<file path="config.mk">
export PLATFORM = sky130hd
export DESIGN_NAME = store_byte_serializer
export DESIGN_NICKNAME = d
export VERILOG_FILES = /design/src/rtl/store_byte_serializer_pkg.sv /design/src/rtl/store_byte_serializer_byte_lane_mux.sv /design/src/rtl/store_byte_serializer.sv
export SDC_FILE = /design/constraint.sdc
export NUM_CORES = 1
export LEC_CHECK = 0
export CORE_MARGIN = 2
export CORE_UTILIZATION = 56
export CTS_CLUSTER_SIZE = 8
export DETAILED_ROUTE_END_ITERATION = 12
export DONT_BUFFER_PORTS = 1
export PLACE_DENSITY = 0.71
export REMOVE_ABC_BUFFERS = 1
export SLEW_MARGIN = 30
export SYNTH_ARGS = -nofsm -noshare
export SYNTH_HDL_FRONTEND = slang
export SYNTH_SLANG_ARGS = --single-unit
</file>
<file path="constraint.sdc">
create_clock -name clk -period 8.5 [get_ports clk]
set_input_delay 1.7 -clock clk [delete_from_list [all_inputs] [get_ports clk]]
set_output_delay 1.7 -clock clk [all_outputs]
set_load 0.02 [all_outputs]
</file>
<file path="src/rtl/store_byte_serializer_pkg.sv">
// Shared definitions for the store byte serializer.
//
// Holds the store size encodings used by the CPU memory stage, the FSM
// state type, and two small helpers. One helper gives the index of the
// last byte of a store. The other decides whether a request must be
// rejected because its size is invalid or its address is misaligned.
package store_byte_serializer_pkg;

  localparam logic [1:0] SZ_BYTE    = 2'b00;
  localparam logic [1:0] SZ_HALF    = 2'b01;
  localparam logic [1:0] SZ_WORD    = 2'b10;
  localparam logic [1:0] SZ_INVALID = 2'b11;

  typedef enum logic [1:0] {
    ST_IDLE  = 2'b00,
    ST_WRITE = 2'b01,
    ST_DONE  = 2'b10,
    ST_ERROR = 2'b11
  } state_t;

  // Index of the final byte lane for a given size.
  // Invalid sizes never reach WRITE, so their value here does not matter.
  function automatic logic [1:0] last_index(input logic [1:0] size);
    logic [1:0] idx;
    idx = 2'd0;
    case (size)
      SZ_HALF: idx = 2'd1;
      SZ_WORD: idx = 2'd3;
      default: idx = 2'd0;
    endcase
    return idx;
  endfunction

  // A request is rejected in three cases:
  //   - its size is invalid;
  //   - it is a halfword at an odd address;
  //   - it is a word at an address that is not a multiple of four.
  function automatic logic is_bad_request(input logic [1:0] size,
                                          input logic [1:0] addr_low);
    logic bad;
    bad = 1'b0;
    case (size)
      SZ_HALF:    bad = addr_low[0];
      SZ_WORD:    bad = (addr_low != 2'b00);
      SZ_INVALID: bad = 1'b1;
      default:    bad = 1'b0;
    endcase
    return bad;
  endfunction

endpackage

</file>
<file path="src/rtl/store_byte_serializer_byte_lane_mux.sv">
// Combinational byte lane selector.
//
// Ports:
//   data  - 32-bit little-endian word; lane 0 is bits 7:0
//   index - lane number, 0..3
//   lane  - the selected byte
module byte_lane_mux (
  input  logic [31:0] data,
  input  logic [1:0]  index,
  output logic [7:0]  lane
);

  // Plain 4:1 selection of one byte lane.
  always_comb begin
    lane = 8'h00;
    case (index)
      2'd0: lane = data[7:0];
      2'd1: lane = data[15:8];
      2'd2: lane = data[23:16];
      2'd3: lane = data[31:24];
      default: lane = 8'h00;
    endcase
  end

endmodule

</file>
<file path="src/rtl/store_byte_serializer.sv">
// Store byte serializer.
//
// Takes one sb/sh/sw request from the CPU memory stage. Emits it as a run
// of little-endian byte writes on a byte-wide memory port, one byte per
// accepted memory handshake. The block then pulses done, or pulses err
// when the request is rejected. A rejected request writes no bytes.
//
// Ports:
//   clk, rst   - rising-edge clock, asynchronous active-high reset
//   req_valid  - store request present
//   req_ready  - request accepted this cycle (high only when idle)
//   req_addr   - byte address of the store
//   req_wdata  - store data, lane 0 = bits 7:0
//   req_size   - 00 byte, 01 half, 10 word, 11 invalid
//   mem_we     - byte write request to memory
//   mem_addr   - byte address of the current write
//   mem_wdata  - byte being written
//   mem_ready  - memory takes the byte this cycle when mem_we is high
//   done       - one-cycle pulse: all bytes written
//   err        - one-cycle pulse: request rejected
module store_byte_serializer
  import store_byte_serializer_pkg::*;
#(
  parameter int ADDR_WIDTH = 32
) (
  input  logic                  clk,
  input  logic                  rst,
  input  logic                  req_valid,
  output logic                  req_ready,
  input  logic [ADDR_WIDTH-1:0] req_addr,
  input  logic [31:0]           req_wdata,
  input  logic [1:0]            req_size,
  output logic                  mem_we,
  output logic [ADDR_WIDTH-1:0] mem_addr,
  output logic [7:0]            mem_wdata,
  input  logic                  mem_ready,
  output logic                  done,
  output logic                  err
);

  state_t                state_q, state_d;
  logic [1:0]            cnt_q;
  logic [ADDR_WIDTH-1:0] addr_q;
  logic [31:0]           wdata_q;
  logic [1:0]            size_q;
  logic [7:0]            lane_byte;
  logic                  last_byte;

  assign last_byte = (cnt_q == last_index(size_q));

  byte_lane_mux u_lane_mux (
    .data  (wdata_q),
    .index (cnt_q),
    .lane  (lane_byte)
  );

  // State register, request latch and byte counter.
  // The request is latched whenever it is seen in IDLE. This includes
  // requests that will be rejected; the latch is harmless then because
  // ERROR never drives the memory port. The counter advances only on an
  // accepted handshake that is not the last byte. Reaching DONE therefore
  // leaves cnt at the last index until the next request clears it.
  always_ff @(posedge clk or posedge rst) begin
    if (rst) begin
      state_q <= ST_IDLE;
      cnt_q   <= 2'd0;
      addr_q  <= '0;
      wdata_q <= 32'h0;
      size_q  <= 2'b00;
    end else begin
      state_q <= state_d;
      if (state_q == ST_IDLE && req_valid) begin
        addr_q  <= req_addr;
        wdata_q <= req_wdata;
        size_q  <= req_size;
        cnt_q   <= 2'd0;
      end else if (state_q == ST_WRITE && mem_ready && !last_byte) begin
        cnt_q <= cnt_q + 2'd1;
      end
    end
  end

  // Next-state and output decode.
  // Outputs depend only on registered state, so nothing combinational
  // runs from req_* or mem_ready to an output. The memory address and
  // data are forced to zero outside WRITE. This keeps the port quiet and
  // matches the reset values.
  always_comb begin
    state_d   = state_q;
    req_ready = 1'b0;
    mem_we    = 1'b0;
    mem_addr  = '0;
    mem_wdata = 8'h00;
    done      = 1'b0;
    err       = 1'b0;
    case (state_q)
      ST_IDLE: begin
        req_ready = 1'b1;
        if (req_valid) begin
          if (is_bad_request(req_size, req_addr[1:0])) begin
            state_d = ST_ERROR;
          end else begin
            state_d = ST_WRITE;
          end
        end
      end
      ST_WRITE: begin
        mem_we    = 1'b1;
        mem_addr  = addr_q + {{(ADDR_WIDTH-2){1'b0}}, cnt_q};
        mem_wdata = lane_byte;
        if (mem_ready && last_byte) begin
          state_d = ST_DONE;
        end
      end
      ST_DONE: begin
        done    = 1'b1;
        state_d = ST_IDLE;
      end
      ST_ERROR: begin
        err     = 1'b1;
        state_d = ST_IDLE;
      end
      default: begin
        state_d = ST_IDLE;
      end
    endcase
  end

endmodule

</file>
==> impl_summary.md <==
Hold path
Counting instances, the worst hold path has a depth of 1. The path class of the lowest-slack min-delay path is reg -> reg. The worst hold path endpoint is state_q[1].

The critical hold path startpoint is state_q[1].

Clock tree
The clock transition at the registers of the reported paths is 80 ps. The clock latency on the worst-skew pair is around 330 ps. The post-CTS setup buffer count is 0. The number of CTS-inserted buffers is 9. The number of buffers inserted by hold repair at cts is 0.

The TritonCTS clock tree is done. The H-tree depth reported by CTS is 3. The cell at the root of the clock tree is sky130_fd_sc_hd__clkbuf_8. The sink count of the clock tree is 70. The longest clock path from root to sink contains 2 buffers. Gates resized during post-CTS repair numbered 0.

Worst setup path
Setup slack on the worst reg-to-reg path comes out at 5980 ps. At the worst endpoint, the arrival time is ~3100 ps. Walking the worst path, the cells encountered are ha_1, fa_1, nand4_4, or4_1, or4_1, a21oi_1. The source of the worst register-to-register timing path is state_q[0]. The cell count of the worst reg-to-reg path is 4. For this run, the slowest stage of the critical path takes 670 ps. The critical register-to-register path endpoint is addr_q[11]. The required arrival time at the worst endpoint is 6800 ps. The critical path is of the reg -> out type. The slowest stage of the critical path belongs to the cell sky130_fd_sc_hd__or4_1. The worst setup path is launched from a flip-flop. STA classifies the critical path endpoint as an output port.

The maximum fanout count along the critical path is 9. The most numerous cell on the critical path is sky130_fd_sc_hd__or4_1.

Global routing
The via count of the first global-routing pass was 2709. The first global-routing pass estimated ~13 mm of wire. The initial antenna violation count is 1. The maximum number of pins on one net before global-route repair is 71. The combined global-route utilization of all metal layers is 22.5%. The total grt overflow is 0.

Routing
The number of nets still failing antenna checks after routing is 0. The first detailed-routing pass ran for 5 iterations. The post-route DRC violation count is 0. Dividing the detail-routed wire length by the instance count gives 19.0 µm. The routed layout has 2806 vias. The wire length reported by the detailed router is 8.28 mm. In the routed layout, each cell is associated on average with a via count of 6.44. The first routing iteration left 154 violations.

Layout
Cells fill 62.2% of the core in the end. The share of layout cells above drive strength 1 is 22.8%. The post-route standard cell area excluding fillers is roughly 4000 µm².

The number of antenna diodes in the final layout is 0. The area growth from synthesis to final layout is 6.14%. The final-stage net count is 432.

Placement
The congestion estimate from routability-driven global placement came to 0.916. The HPWL after detailed placement is slightly below 6 mm. The total placed instance area is 3830 µm². The number of input and output port buffers inserted is 0.

Floorplan
The effective utilization at floorplan is 58.6%. The region available for standard cell placement spans between 6000 and 7000 µm². between 100 and 150 I/O pins were placed. The die outline area is roughly 7400 µm². The die boundary height is 86.2 µm. The number of rows created at floorplan is 29. The width of the die is ~86 µm.

STA
The share of the clock period used by the worst path is 56.7%. Counting I/O delays and the setup requirement, the final critical path takes 4820 ps. The hold violation total from the final report came to 0. Setup repair after global routing left no endpoint under its margin. The headroom to the max-slew limit is 57.3%.

The max-slew violation total from the final report is 0. Setup violations remaining at the end of the flow were counted as 0. Adding up every negative setup slack in the final design gives 0 ps.

At the pin with the least slew margin, the transition time is 641 ps. Derived from the worst setup path, the maximum achievable clock frequency is between 0.2 and 0.25 GHz. The maximum clock skew at final layout is 7.31 ps.

Yosys
In this run the mean area of a mapped cell was 10.5 µm². Yosys mapped the design onto 33 distinct sky130hd cell types. Summing every instance area after synthesis gives ~3800 µm². The share of the Yosys chip area taken by registers is 46.3%. The Yosys step of the flow raised 0 warnings. The total of flip-flops plus latches after synthesis is 70. After technology mapping, the gate count stands at 360.

Run
Across the run, the number of max-cap violations was 0.

Power and ir drop
The areal power density over the cells is 405 nW/µm². The largest voltage drop on the vdd net is 0.182 mV. For this design the static power due to leakage is approximately 1.6 nW.

Status
The flow ran to the end, and the final reports show no timing, DRC or antenna violations.
[through the flow]
step / setup WS (ps) / hold slack (ps) / std cells / total power, W
finish: 3680 / 496 / 436 / 0.00163
global route: 3520 / 519 / 436 / 0.00174
CTS: 3680 / 497 / 436 / 0.00164
detailed placement: 4050 / 486 / 420 / 0.00139
global placement: 4120 / 480 / 420 / 0.00137
floorplan: 4320 / 445 / 340 / 0.00124
[logic make-up after synthesis]
group	after synthesis	share of synthesized area (%)
AO/OA/AOI/OAI	65	10.9
XOR/XNOR	14	3.24
adder cells (fa/ha/maj)	8	2.84
buffers and inverters	30	3.01
flip-flops	70	46.3
multiplexers	62	18.4
AND/OR/NAND/NOR	111	15.4
[cell type report]
class,count,area (µm²)
tap,77,96.3
inverter,10,37.5
clock inverter,5,33.8
timing repair buffer,3,26.3
sequential,70,1750
fill,561,2440
clock buffer,11,151
multi-input combinational,260,1920
[cells in the mapped netlist]
cell | number | area [µm²]
sky130_fd_sc_hd__o21ai_0 | 12 | 60.1
sky130_fd_sc_hd__nand4_4 | 1 | 21.3
sky130_fd_sc_hd__nand4_1 | 7 | 43.8
sky130_fd_sc_hd__xor2_1 | 4 | 35.0
sky130_fd_sc_hd__nor2_1 | 34 | 128
sky130_fd_sc_hd__a41o_1 | 1 | 10.0
sky130_fd_sc_hd__mux2i_1 | 2 | 20.0
sky130_fd_sc_hd__a21oi_1 | 27 | 135
sky130_fd_sc_hd__nor4_1 | 4 | 25.0
sky130_fd_sc_hd__nand2b_1 | 2 | 12.5
sky130_fd_sc_hd__a21o_1 | 2 | 15.0
sky130_fd_sc_hd__nor3_1 | 3 | 15.0
sky130_fd_sc_hd__fa_1 | 1 | 20.0
sky130_fd_sc_hd__or4_1 | 14 | 105
sky130_fd_sc_hd__nand3_1 | 10 | 50.1
sky130_fd_sc_hd__ha_1 | 7 | 87.6
sky130_fd_sc_hd__nor2b_1 | 1 | 6.26
sky130_fd_sc_hd__nand2_1 | 18 | 67.6
sky130_fd_sc_hd__and3_1 | 3 | 18.8
sky130_fd_sc_hd__mux2_2 | 60 | 676
sky130_fd_sc_hd__xnor2_1 | 10 | 87.6
sky130_fd_sc_hd__dfrtp_1 | 70 | 1750
sky130_fd_sc_hd__a31oi_1 | 2 | 12.5
sky130_fd_sc_hd__a222oi_1 | 8 | 80.1
sky130_fd_sc_hd__and2_1 | 6 | 37.5
sky130_fd_sc_hd__o31ai_1 | 12 | 90.1
sky130_fd_sc_hd__clkbuf_1 | 18 | 67.6
sky130_fd_sc_hd__o211a_1 | 1 | 10.0
sky130_fd_sc_hd__and4_1 | 1 | 8.76
sky130_fd_sc_hd__or3_1 | 7 | 43.8
sky130_fd_sc_hd__buf_2 | 1 | 5.00
sky130_fd_sc_hd__inv_1 | 10 | 37.5
sky130_fd_sc_hd__buf_1 | 1 | 3.75
[flip-flops by register name, indices dropped and copies added, names as in the netlist]
| register | flops |
|---|---|
| addr_q | 32 |
| wdata_q | 32 |
| state_q | 2 |
| cnt_q | 2 |
| size_q | 2 |
[metal layers]
metal | track usage, % | vias to the layer above | wire length, µm
met3 | 8.10 | 18 | 736
met5 | 0 | - | 17
li1 | - | 1312 | -
met1 | 28.0 | 1370 | 3360
met4 | 8.52 | 2 | 175
met2 | 36.2 | 104 | 3990
[where the power goes]
group | internal (W) | switching (W)
clock | 0.000121 | 0.000126
sequential | 0.000502 | 0.000157
combinational | 0.000290 | 0.000433
[worst max path at each step]
stage	start	end	slack, ps	cells past startpoint
2_1_floorplan	cnt_q[0]	mem_addr[24]	4320	6
3_3_place_gp	cnt_q[0]	mem_addr[28]	4120	6
3_5_place_dp	cnt_q[0]	mem_addr[24]	4050	6
4_1_cts	cnt_q[0]	mem_addr[28]	3680	6
5_1_grt	cnt_q[0]	mem_addr[28]	3520	6
6_report	cnt_q[0]	mem_addr[28]	3680	6
[critical path: cells and delay by family, from the launching register on]
family	cells	cell delay [ps]
AND/OR/NAND/NOR	3	1350
adder cells (fa/ha/maj)	2	540
flip-flops	1	490
AO/OA/AOI/OAI	1	410
[cell usage in the layout, fill, tap and decap left out, types with 7 or more instances in the layout]
master                     count
sky130_fd_sc_hd__mux2_2       60
sky130_fd_sc_hd__nand4_1       7
sky130_fd_sc_hd__nand3_1      10
sky130_fd_sc_hd__nor2_1       34
sky130_fd_sc_hd__nand2_1      18
sky130_fd_sc_hd__or3_1         7
sky130_fd_sc_hd__or4_1        14
sky130_fd_sc_hd__o31ai_1      12
sky130_fd_sc_hd__a21oi_1      27
sky130_fd_sc_hd__a222oi_1      8
sky130_fd_sc_hd__dfrtp_1      70
sky130_fd_sc_hd__o21ai_0      12
sky130_fd_sc_hd__xnor2_1      10
sky130_fd_sc_hd__inv_1         9
sky130_fd_sc_hd__ha_1          7
sky130_fd_sc_hd__clkbuf_8     11
No activity file was read; power rests on OpenSTA's default activity.
